`src/rtl/sfr_xbus.sv`:
```
// rtl/sfr_xbus.sv - external SFR bridge: window decode, wait-state handshake, timeout recovery
module sfr_xbus #(
    parameter int              NCH     = 4,
    parameter int              DW      = 8,
    parameter int              LW      = 2,
    parameter logic [NCH*7-1:0] CH_BASE = {7'h7E, 7'h7C, 7'h78, 7'h74},
    parameter int              TMO     = 15
) (
    input  logic              clkcpu,
    input  logic              rst,
    input  logic [6:0]        sfraddr,
    input  logic              sfrrd,
    input  logic              sfrwe,
    input  logic [DW-1:0]     sfrwdata,
    output logic [DW-1:0]     sfrdatai,
    output logic              ext_sel,
    output logic              sfrwait,
    output logic [NCH-1:0]    ch_sel,
    output logic [LW-1:0]     ch_addr,
    output logic [DW-1:0]     ch_wdata,
    output logic [NCH-1:0]    ch_rd,
    output logic [NCH-1:0]    ch_we,
    input  logic [NCH*DW-1:0] ch_rdata,
    input  logic [NCH-1:0]    ch_ready,
    output logic              tmo_flag,
    input  logic              tmo_clr
);

    localparam int CW = (NCH > 1) ? $clog2(NCH) : 1;
    localparam int TW = (TMO > 0) ? $clog2(TMO + 1) : 1;

    typedef enum logic [1:0] {IDLE, WAIT, DONE} state_t;

    state_t          state_q;
    logic [CW-1:0]   ch_q;
    logic            wr_q;
    logic [TW-1:0]   cnt_q;
    logic [DW-1:0]   rdata_q;
    logic [NCH-1:0]  sel_q;
    logic [NCH-1:0]  rd_q;
    logic [NCH-1:0]  we_q;
    logic [LW-1:0]   addr_q;
    logic [DW-1:0]   wdata_q;
    logic            tmo_q;

    logic            hit;
    logic [CW-1:0]   hit_idx;
    logic [NCH-1:0]  hit_oh;
    logic [DW-1:0]   rdata_sel;
    logic            rdy_sel;

    // Descending scan so the lowest matching window overrides higher ones.
    always_comb begin
        hit     = 1'b0;
        hit_idx = '0;
        hit_oh  = '0;
        for (int i = NCH - 1; i >= 0; i--) begin
            if (sfraddr[6:LW] == CH_BASE[i*7+LW +: 7-LW]) begin
                hit        = 1'b1;
                hit_idx    = CW'(i);
                hit_oh     = '0;
                hit_oh[i]  = 1'b1;
            end
        end
    end

    always_comb begin
        rdata_sel = '0;
        rdy_sel   = 1'b0;
        for (int i = 0; i < NCH; i++) begin
            if (ch_q == CW'(i)) begin
                rdata_sel = ch_rdata[i*DW +: DW];
                rdy_sel   = ch_ready[i];
            end
        end
    end

    always_ff @(posedge clkcpu or posedge rst) begin
        if (rst) begin
            state_q <= IDLE;
            ch_q    <= '0;
            wr_q    <= 1'b0;
            cnt_q   <= '0;
            rdata_q <= '0;
            sel_q   <= '0;
            rd_q    <= '0;
            we_q    <= '0;
            addr_q  <= '0;
            wdata_q <= '0;
            tmo_q   <= 1'b0;
        end else begin
            rd_q <= '0;
            we_q <= '0;
            if (tmo_clr) tmo_q <= 1'b0;
            case (state_q)
                IDLE: begin
                    if ((sfrrd || sfrwe) && hit) begin
                        ch_q    <= hit_idx;
                        addr_q  <= sfraddr[LW-1:0];
                        wdata_q <= sfrwdata;
                        wr_q    <= sfrwe;
                        cnt_q   <= '0;
                        sel_q   <= hit_oh;
                        if (sfrwe) we_q <= hit_oh;
                        else       rd_q <= hit_oh;
                        state_q <= WAIT;
                    end
                end
                WAIT: begin
                    // Ready is checked first so a reply in the timeout cycle still wins.
                    if (rdy_sel) begin
                        if (!wr_q) rdata_q <= rdata_sel;
                        sel_q   <= '0;
                        state_q <= DONE;
                    end else if ((TMO != 0) && (cnt_q == TW'(TMO))) begin
                        if (!wr_q) rdata_q <= '1;
                        tmo_q   <= 1'b1;
                        sel_q   <= '0;
                        state_q <= DONE;
                    end else if (cnt_q != '1) begin
                        cnt_q <= cnt_q + 1'b1;
                    end
                end
                DONE:    state_q <= IDLE;
                default: state_q <= IDLE;
            endcase
        end
    end

    assign ext_sel  = (state_q == IDLE) ? hit : 1'b1;
    assign sfrwait  = ((state_q == IDLE) && (sfrrd || sfrwe) && hit) || (state_q == WAIT);
    assign sfrdatai = rdata_q;
    assign ch_sel   = sel_q;
    assign ch_rd    = rd_q;
    assign ch_we    = we_q;
    assign ch_addr  = addr_q;
    assign ch_wdata = wdata_q;
    assign tmo_flag = tmo_q;

endmodule

```
`config.mk`:
```
export PLATFORM = sky130hd
export DESIGN_NAME = sfr_xbus
export DESIGN_NICKNAME = d
export VERILOG_FILES = /design/src/rtl/sfr_xbus.sv
export SDC_FILE = /design/constraint.sdc
export NUM_CORES = 1
export LEC_CHECK = 0
export ABC_AREA = 1
export CORE_MARGIN = 2
export CORE_UTILIZATION = 47
export CTS_BUF_LIST = sky130_fd_sc_hd__clkbuf_4 sky130_fd_sc_hd__clkbuf_8
export DETAILED_ROUTE_END_ITERATION = 16
export GPL_TIMING_DRIVEN = 1
export PLACE_DENSITY_LB_ADDON = 0.08
export SLEW_MARGIN = 0
export SYNTH_ARGS = -nofsm -noshare
export SYNTH_HDL_FRONTEND = slang
export SYNTH_SLANG_ARGS = --single-unit
```
`constraint.sdc`:
```
create_clock -name clkcpu -period 2.5 [get_ports clkcpu]
set_input_delay 0.5 -clock clkcpu [delete_from_list [all_inputs] [get_ports clkcpu]]
set_output_delay 0.5 -clock clkcpu [all_outputs]
set_load 0.01 [all_outputs]
```
==> results.cfg <==
[status]
status = completed

[finish]
fillers = 323
multiInputGateArea_um2 = 948
nNetsFinal = 403
n_antenna_cell = 0
final_common_cell = nand2_1
layoutNonFillerInstCount = 396
area_delta_synth_final_pct = 49.6
final_cell_mix = nand2_1 (88), clkdlybuf4s50_1 (83), nand3_1 (37), dfrtp_1 (37), inv_1 (16)
regArea_um2 = 926
final_layout_size_suffix_gt1_share_pct = 12.7

[worst_setup_path]
rr_endpoint = ch_sel[2]
slowest_delay_ns = 0.47
critPathArrivalTime_ns = 1.84
r2r_setup_slack_ns = 0.75
endpoint_kind = primary output
cp_slowest_cell = clkdlybuf4s50_1
crit_buf_inv = 3
critical_path.cell_chain = clkdlybuf4s50_1 > inv_1 > nor2_2 > nand3_2 > o21ai_2 > o21ai_0 > a21oi_1 > clkdlybuf4s15_1
critPathKind = in2out
crit_required_ns = 2.00
start_kind = primary input
reg2regPathDepth = 5
r2r_start = ch_q[0]
cp_max_fo = 3
path_delay_family = buffers and inverters

[sta]
min_period_over_period_pct = 93.7
max_slew_margin_pct = 57.7
worst_pin_slew_ns = 0.634
rsz0062_at_grt = false
fin_crit_ns = 2.34
fmax_mhz = 427
fin_tns_setup_ns = 0
finalSetupViolCount = 0
drv_slew = 0
finalHoldViolCount = 0
skew_ns = 0.00863

[global_route]
busiest_layer = met2
use_met1_pct = 27.6
grt_pass1_wl_mm = 8.09
globalRouteOverflowTotal = 0
track_usage_pct = 20.6
use_met3_pct = 4.80
grt_pass1_vias = 1760
grt_max_degree = 38
grt_antenna_before_repair = 0
globalRouteMet2Util_pct = 34.2

[detailed_routing]
route.detailed.drc = 0
drt_iter0_drc = 146
first_pass_iters = 4
vias = 1948
wl_per_cell_um = 12.2
avgViaCountPerCell = 4.92
routed_wl_mm = 4.82
drtAntennaViolNets = 0

[clock_network]
cts_setup_buffers = 0
hold_buffers = 0
clk_pin_slew_worst_paths_ns = 0.07
cts.htree.levels = 2
clockBufferDepth = 2
cts_tree = yes
clock_latency_ns = 0.28
numCtsBuffers = 5
root_buffer = clkbuf_8
cts.sink_count = 37

[synth]
yosys.area_share.simple_pct = 41.6
ys_ff_latch = 37
synth_warnings = 0
synth_compound_gate_area_share_pct = 3.66
synth_cell_types = 28
syn_area_um2 = 2020
synth_cells = 253
synth-xor-area-share_pct = 0.434
async_flop_share_pct = 100
synth_edf_count = 0
synth_area_per_cell_um2 = 7.98
ys.flop_type = dfrtp_1
synth.area.mux_share_pct = 0
ys_seq_area_share_pct = 45.8
synth_top_family_by_area = simple AND/OR/NAND/NOR gates
synthAdderAreaFrac_pct = 0.620

[hold_path]
hold_path.class = reg2reg
whs_endpoint = ch_wdata[1]
hold_path_startpoint = ch_wdata[1]
whs_path_depth = 2

[floorplanning]
die_area_um2 = 4840
io_pins = 89
core_area_um2 = 4060
start_util_pct = 49.8
fp.dieW_um = 69.6
rows = 23
die_h_um = 69.6

[power_and_ir_drop]
irDropWorstVdd_v = 0.000473
power.leakage_nw = 1.47
power_density_nw_per_um2 = 717

[placement]
io_buffers = 85
hpwl_mm = 3.66
place.gp.congestion = 0.837
dp.cells = 389

[flow_run]
drv_cap = 0
## stage by stage
stage          setup WS, ns  power (mW)  util (%)  area, um2  hold slack (ns)
4_1_cts               0.135        2.18      74.4       3020            0.476
5_1_grt              0.0164        2.32      74.5       3020            0.497
3_3_place_gp        -0.0951        1.76      72.3       2940            0.453
2_1_floorplan         0.797        1.35         -       2030            0.463
6_report              0.157        2.17      74.5       3020            0.473
3_5_place_dp         -0.178        1.78      72.3       2940            0.458
## metal layers
metal | part of all wire (%) | vias up
met5 | 0 | -
met4 | 0.93 | 0
met3 | 6.3 | 4
met2 | 46 | 63
met1 | 47 | 880
li1 | - | 1001
## what timing repair did
item                       CTS  global route
hold endpoints to repair     0             0
gates resized for setup      3             1
pin swaps                    0             0
setup endpoints to repair    2             1
## cell families after synthesis
group / Yosys count
AND/OR/NAND/NOR: 170
AO/OA/AOI/OAI: 13
adder cells (fa/ha/maj): 1
buffers and inverters: 30
flip-flops: 37
other: 1
XOR/XNOR: 1
## layout make-up
type                       count  share of cell area (%)
inverter                      18                    2.24
tap                           50                    2.07
sequential                    37                    30.6
clock buffer                   6                    2.53
clock inverter                 1                   0.290
multi-input combinational    188                    31.4
timing repair buffer          96                    30.8
## synthesized netlist by cell type (4+ instances only)
master | count | area (um2)
nand3_1 | 37 | 185
nand2_2 | 4 | 25.0
nor2_1 | 10 | 37.5
o21ai_0 | 9 | 45.0
buf_2 | 4 | 20.0
nand4_1 | 9 | 56.3
inv_1 | 16 | 60.1
or2_2 | 9 | 56.3
dfrtp_1 | 37 | 926
buf_4 | 6 | 45.0
nand2_1 | 88 | 330
## sequential cells by signal, indices dropped and copies added, names as in the netlist
signal	count
ch_rd	3
ch_wdata	8
ch_q	2
sfrdatai	8
tmo_flag	1
ch_sel	3
cnt_q	4
wr_q	1
ch_we	3
state_q	2
ch_addr	2
## worst register-to-register path: cells and delay by family, from the launching register on
kind / cells / cell delay (ns)
and+or+nand+nor: 5 / 0.89
DFF: 1 / 0.75
## report_power, final
part	total, mW	leakage (nW)	switching, mW	internal [mW]
Sequential	0.857	0.483	0.112	0.745
Clock	0.404	0.0447	0.201	0.204
Combinational	0.907	0.941	0.444	0.463
## worst max path at each step
stage / cells after the start / to / startpoint
2_1_floorplan: 6 / sfrwait / sfraddr[5]
3_3_place_gp: 8 / sfrwait / sfraddr[2]
3_5_place_dp: 8 / sfrwait / sfraddr[2]
4_1_cts: 8 / sfrwait / sfraddr[2]
5_1_grt: 8 / sfrwait / sfraddr[2]
6_report: 8 / sfrwait / sfraddr[2]
(Power assumes the default switching activity.)
==> variant 1, RTL diff (config.mk and constraints unchanged) <==
Register the output `tmo_flag` once more, cleared by the reset; this adds one clock of latency there. The other outputs are not delayed to match.
--- a/src/rtl/sfr_xbus.sv
+++ b/src/rtl/sfr_xbus.sv
@@ -135,7 +135,13 @@
     assign ch_we    = we_q;
     assign ch_addr  = addr_q;
     assign ch_wdata = wdata_q;
-    assign tmo_flag = tmo_q;
+    always_ff @(posedge clkcpu or posedge rst) begin
+        if (rst) begin
+            tmo_flag <= '0;
+        end else begin
+            tmo_flag <= tmo_q;
+        end
+    end
 
 endmodule
 
Function: same outputs for any inputs over 10 cycles, from zero or initial values and one cycle with rst high; that may be too few to reach the edited logic, so the function may still have changed.
==> variant 1 against the original RTL <==
  * Synthesized area grew 2.9%
  * Setup slack worse by 0.0027 ns
  * Clock skew down 0.0046 ns
  * Die area grew 2.7%
  * Sequential cell count up 1
  * Final area is 3.2% higher
  * Routed wire length up 2.5%
  * Synthesized cell count rose by 3.6%
  * Total power down 6.5%
  * Sequential share of layout area is 0.16 points lower
  * Maximum frequency decreased by 0.11%
  * Largest cell class is now flip-flops and latches
  * Largest power group is now registers
==> variant 1: results (changes against the original RTL) <==
synth-adder-area-share: 0.00602  # -0.000175
place_worst_setup_slack_ns: -0.0987  # +0.0789 ns
intPower_w: 0.00144  # +2.0%
synth_seq_area_share: 0.458  # -0.000933
reg2reg_slack_ns: 0.97  # +0.22 ns
synth_xor_area_frac: 0.00421  # -0.000123
maximum_number_of_pins_on_one_net_before_global_route_repair: 39  # +2.6%
worst-path-max-fanout: 2  # -1
worst_clock_skew_ns: 0.00399  # -0.00464 ns
hold_slack_ns: 0.383  # -0.0895 ns
post_synth_main_area_contributors: "sky130_fd_sc_hd__dfrtp_1 (46%), sky130_fd_sc_hd__nand2_1 (16%), sky130_fd_sc_hd__nand3_1 (6.7%)"
dr_wl_met3_um: 360  # +18%
globalRouteTotalUtil: 0.210  # +0.00327
place_hpwl_um: 3690  # +0.80%
filler_cell_count: 341  # +5.6%
viasPerCell: 4.82  # -2.1%
synth.distinct_cells: 29  # +3.6%
met2_usage: 0.353  # +0.0114
first_pass_iteration_count_of_the_detailed_router: 5  # +1
drive_above_1_share: 0.128  # +0.000966
met2WireLength_um: 2400  # +8.1%
detailed_place.area_mm2: 0.00301  # +2.5%
globalRouteMet1Util: 0.271  # -0.00578
via_count_of_the_first_global_routing_pass: 1844  # +4.8%
final_cells: 411  # +3.8%
ir_worst_vdd_uv: 421  # -11%
result_of_the_run: "finished clean"
leakage_nw: 1.60  # +8.6%
detail_route.wl_per_cell_um: 12.0  # -1.3%
[variant 1: power by group through the flow]
stage	clock [W]	combinational [W]	sequential, W
after floorplan	0	0.000263	0.000871
after global placement	0	0.000673	0.000825
after detailed placement	0	0.000685	0.000825
after CTS	0.000541	0.000684	0.000817
after global routing	0.000567	0.000739	0.000833
final	0.000533	0.000676	0.000818
[variant 1: layout make-up]
cell class,count,area [um2],area share
clock buffer,6,82.6,0.0265
clock inverter,1,30.0,0.00963
inverter,34,129,0.0413
multi-input combinational,183,923,0.296
sequential,38,951,0.305
tap,52,65.1,0.0209
timing repair buffer,97,938,0.301
[variant 1: cell families after synthesis]
kind of cell / after synthesis
compound gates: 14
xor+xnor: 1
fa+ha+maj: 1
buf+inv: 43
flops: 38
other cells: 1
simple gates: 164
[variant 1: final timing paths]
kind                                           endpoint  cells after the start
worst max-delay path                            sfrwait                      8
worst max register to register  sfrdatai[4]$_DFFE_PP0P_                      8
max in group asynchronous            ch_rd[2]$_DFF_PP0_                      3
min in group asynchronous       sfrdatai[6]$_DFFE_PP0P_                      3
worst min-delay path                 tmo_flag$_DFF_PP0_                      0
worst min register to register       tmo_flag$_DFF_PP0_                      0
[variant 1: worst register-to-register path, cell delays in order, from the launching register on]
cell	delay [ns]
sky130_fd_sc_hd__dfrtp_1	0.58
sky130_fd_sc_hd__clkinv_2	0.12
sky130_fd_sc_hd__nor2_2	0.28
sky130_fd_sc_hd__nand2_1	0.10
sky130_fd_sc_hd__nand3_1	0.10
sky130_fd_sc_hd__nor2_1	0.05
sky130_fd_sc_hd__nand2_1	0.06
sky130_fd_sc_hd__inv_1	0.05
sky130_fd_sc_hd__o21ai_2	0.12
[variant 1: repair_timing]
item,4_1_cts,5_1_grt
resized for setup,2,0
setup endpoints to repair,2,0
hold endpoints to repair,0,0
==> variant 2, RTL diff (same settings) <==
Made on the original files. `DW`: 8 -> 10.
--- a/src/rtl/sfr_xbus.sv
+++ b/src/rtl/sfr_xbus.sv
@@ -1,7 +1,7 @@
 // rtl/sfr_xbus.sv - external SFR bridge: window decode, wait-state handshake, timeout recovery
 module sfr_xbus #(
     parameter int              NCH     = 4,
-    parameter int              DW      = 8,
+    parameter int              DW      = 10,
     parameter int              LW      = 2,
     parameter logic [NCH*7-1:0] CH_BASE = {7'h7E, 7'h7C, 7'h78, 7'h74},
     parameter int              TMO     = 15
Interface: changed (resized ch_rdata, ch_wdata, sfrdatai and sfrwdata); port bits go from 89 to 103. No check against the original RTL was run, so the function may have changed too.
==> variant 2 against the original RTL <==
  * Count of clock-buffer cells in the layout did not move
  * Maximum frequency decreased by 0.54%
  * Synthesized area up 10%
  * Total power increased by 5.9%
  * Core utilization fell by 2.9 points
  * Routed wire length is 21% higher
  * Sequential share of layout area increased by 0.32 points
  * Setup slack worse by 0.013 ns
  * Register-to-register slack got worse by 0.08 ns
  * Final area rose by 9.6%
  * Sequential cell count is 4 higher
  * Global-route usage up 2.8 points
  * Largest power group unchanged
==> variant 2: results (changes against the original RTL) <==
globalRouteTotalUtil: 0.235  # +0.0282
synth.distinct_cells: 32  # +14%
number_of_antenna_violations_at_the_first_check_in_global_routing: 0  # unchanged
reg2reg_slack_ns: 0.67  # -0.08 ns
max_slew.worst_pin.slew_ns: 0.507  # -0.126 ns
critPathLaunch: "sfraddr[4]"
worst-path-max-fanout: 3  # unchanged
gp_routability_congestion: 0.816  # -2.4%
first_iter_violations: 118  # -19%
result_of_the_run: "finished clean"
place_worst_setup_slack_ns: -0.00457  # +0.173 ns
cts_resized: 1  # -2
drive_above_1_share: 0.103  # -0.0245
layout_worst_path_cycle_share: 0.943  # +0.00513
regToRegStartpoint: "ch_q[1]$_DFFE_PP0P_"
maximum_number_of_pins_on_one_net_before_global_route_repair: 42  # +11%
setup_violations: 0  # unchanged
portBuffers: 99  # +16%
synth_seq_area_share: 0.461  # +0.00296
place_hpwl_um: 4550  # +24%
cpPeakStageDelay_ns: 0.53  # +0.06 ns
routed_wl_um: 5830  # +21%
global_route_wire_length_before_repair_um: 9540  # +18%
filler_cell_count: 397  # +23%
ir_worst_vdd_uv: 457  # -3.2%
via_count_of_the_first_global_routing_pass: 2096  # +19%
cp_data_arrival_time_ns: 1.86  # +0.02 ns
leakage_nw: 1.59  # +7.9%
critical_path.reg2reg.endpoint: "sfrdatai[9]$_DFFE_PP0P_"
viasPerCell: 5.03  # +2.3%
synth.cells.most_frequent: "sky130_fd_sc_hd__nand2_1 (113), sky130_fd_sc_hd__dfrtp_1 (41), sky130_fd_sc_hd__nand3_1 (28)"
post_synth_main_area_contributors: "sky130_fd_sc_hd__dfrtp_1 (46%), sky130_fd_sc_hd__nand2_1 (19%), sky130_fd_sc_hd__nand3_1 (6.3%)"
design.final.nets: 446  # +11%
cp-endpoint: "ext_sel"
worst_clock_skew_ns: 0.00334  # -0.00529 ns
==> variant 2: changes by cell type after synthesis, sizes merged, moves of 2 or more <==
cell | unedited run | this run
nand2 | 93 | 116
dfrtp | 37 | 41
nor2 | 13 | 15
nor3 | 3 | 1
inv | 17 | 15
nand3 | 41 | 32
o21ai | 11 | 15
==> variant 2: critical path, delay by kind of cell <==
kind                   cells  cell delay, ns
AOI/OAI and AO/OA          1            0.09
and+or+nand+nor            3            0.26
buffers and inverters      2            1.00
==> variant 2: cells by family (layout without fill, tap and decap cells) <==
logic type      count (synthesis)  in the layout  synth area share
simple gates                  188            188             0.406
flops                          41             41             0.461
buf+inv                        29            128            0.0754
compound gates                 18             18            0.0456
fa+ha+maj                       1              1           0.00563
other cells                     1              3           0.00169
xor+xnor                        1              1           0.00394
==> variant 2: worst min-delay path by stage <==
stage / to / slack [ns] / cells past startpoint / start
floorplan: cnt_q[1]$_DFFE_PP0P_ / 0.50 / 2 / cnt_q[1]$_DFFE_PP0P_
global placement: ch_wdata[4]$_DFFE_PP0P_ / 0.45 / 2 / ch_wdata[4]$_DFFE_PP0P_
detailed placement: ch_wdata[2]$_DFFE_PP0P_ / 0.46 / 2 / ch_wdata[2]$_DFFE_PP0P_
CTS: ch_wdata[2]$_DFFE_PP0P_ / 0.48 / 2 / ch_wdata[2]$_DFFE_PP0P_
global route: ch_sel[2]$_DFFE_PP0P_ / 0.50 / 2 / ch_sel[2]$_DFFE_PP0P_
finish: ch_wdata[9]$_DFFE_PP0P_ / 0.47 / 2 / ch_wdata[9]$_DFFE_PP0P_
==> variant 2: cell type report <==
type                    instances  area share
clock buffers                   6      0.0230
multi-input cells             211       0.313
inverters                      15      0.0170
well taps                      54      0.0204
flip-flops and latches         41       0.310
clock inverters                 2     0.00453
repair buffers                105       0.312
==> variant 2: through the flow <==
stage / std cells / area (um2) / total power [W]
2_1_floorplan: 281 / 2230 / 0.00141
3_3_place_gp: 426 / 3220 / 0.00186
3_5_place_dp: 426 / 3220 / 0.00188
4_1_cts: 434 / 3310 / 0.00232
5_1_grt: 434 / 3310 / 0.00245
6_report: 434 / 3310 / 0.00229
==> variant 2: layer usage <==
layer	share of wire	wire length (um)	GRT usage	up-vias
li1	-	-	-	1096
met1	0.42	2430	0.287	997
met2	0.48	2810	0.392	79
met3	0.083	485	0.0704	11
met4	0.018	102	0.0864	0
met5	0	0	0	-
==> variant 2: report_power, final <==
part	internal [W]	switching, W
Sequential	0.000823	0.0000999
Clock	0.000208	0.000236
Combinational	0.000483	0.000446
Total	0.00151	0.000782
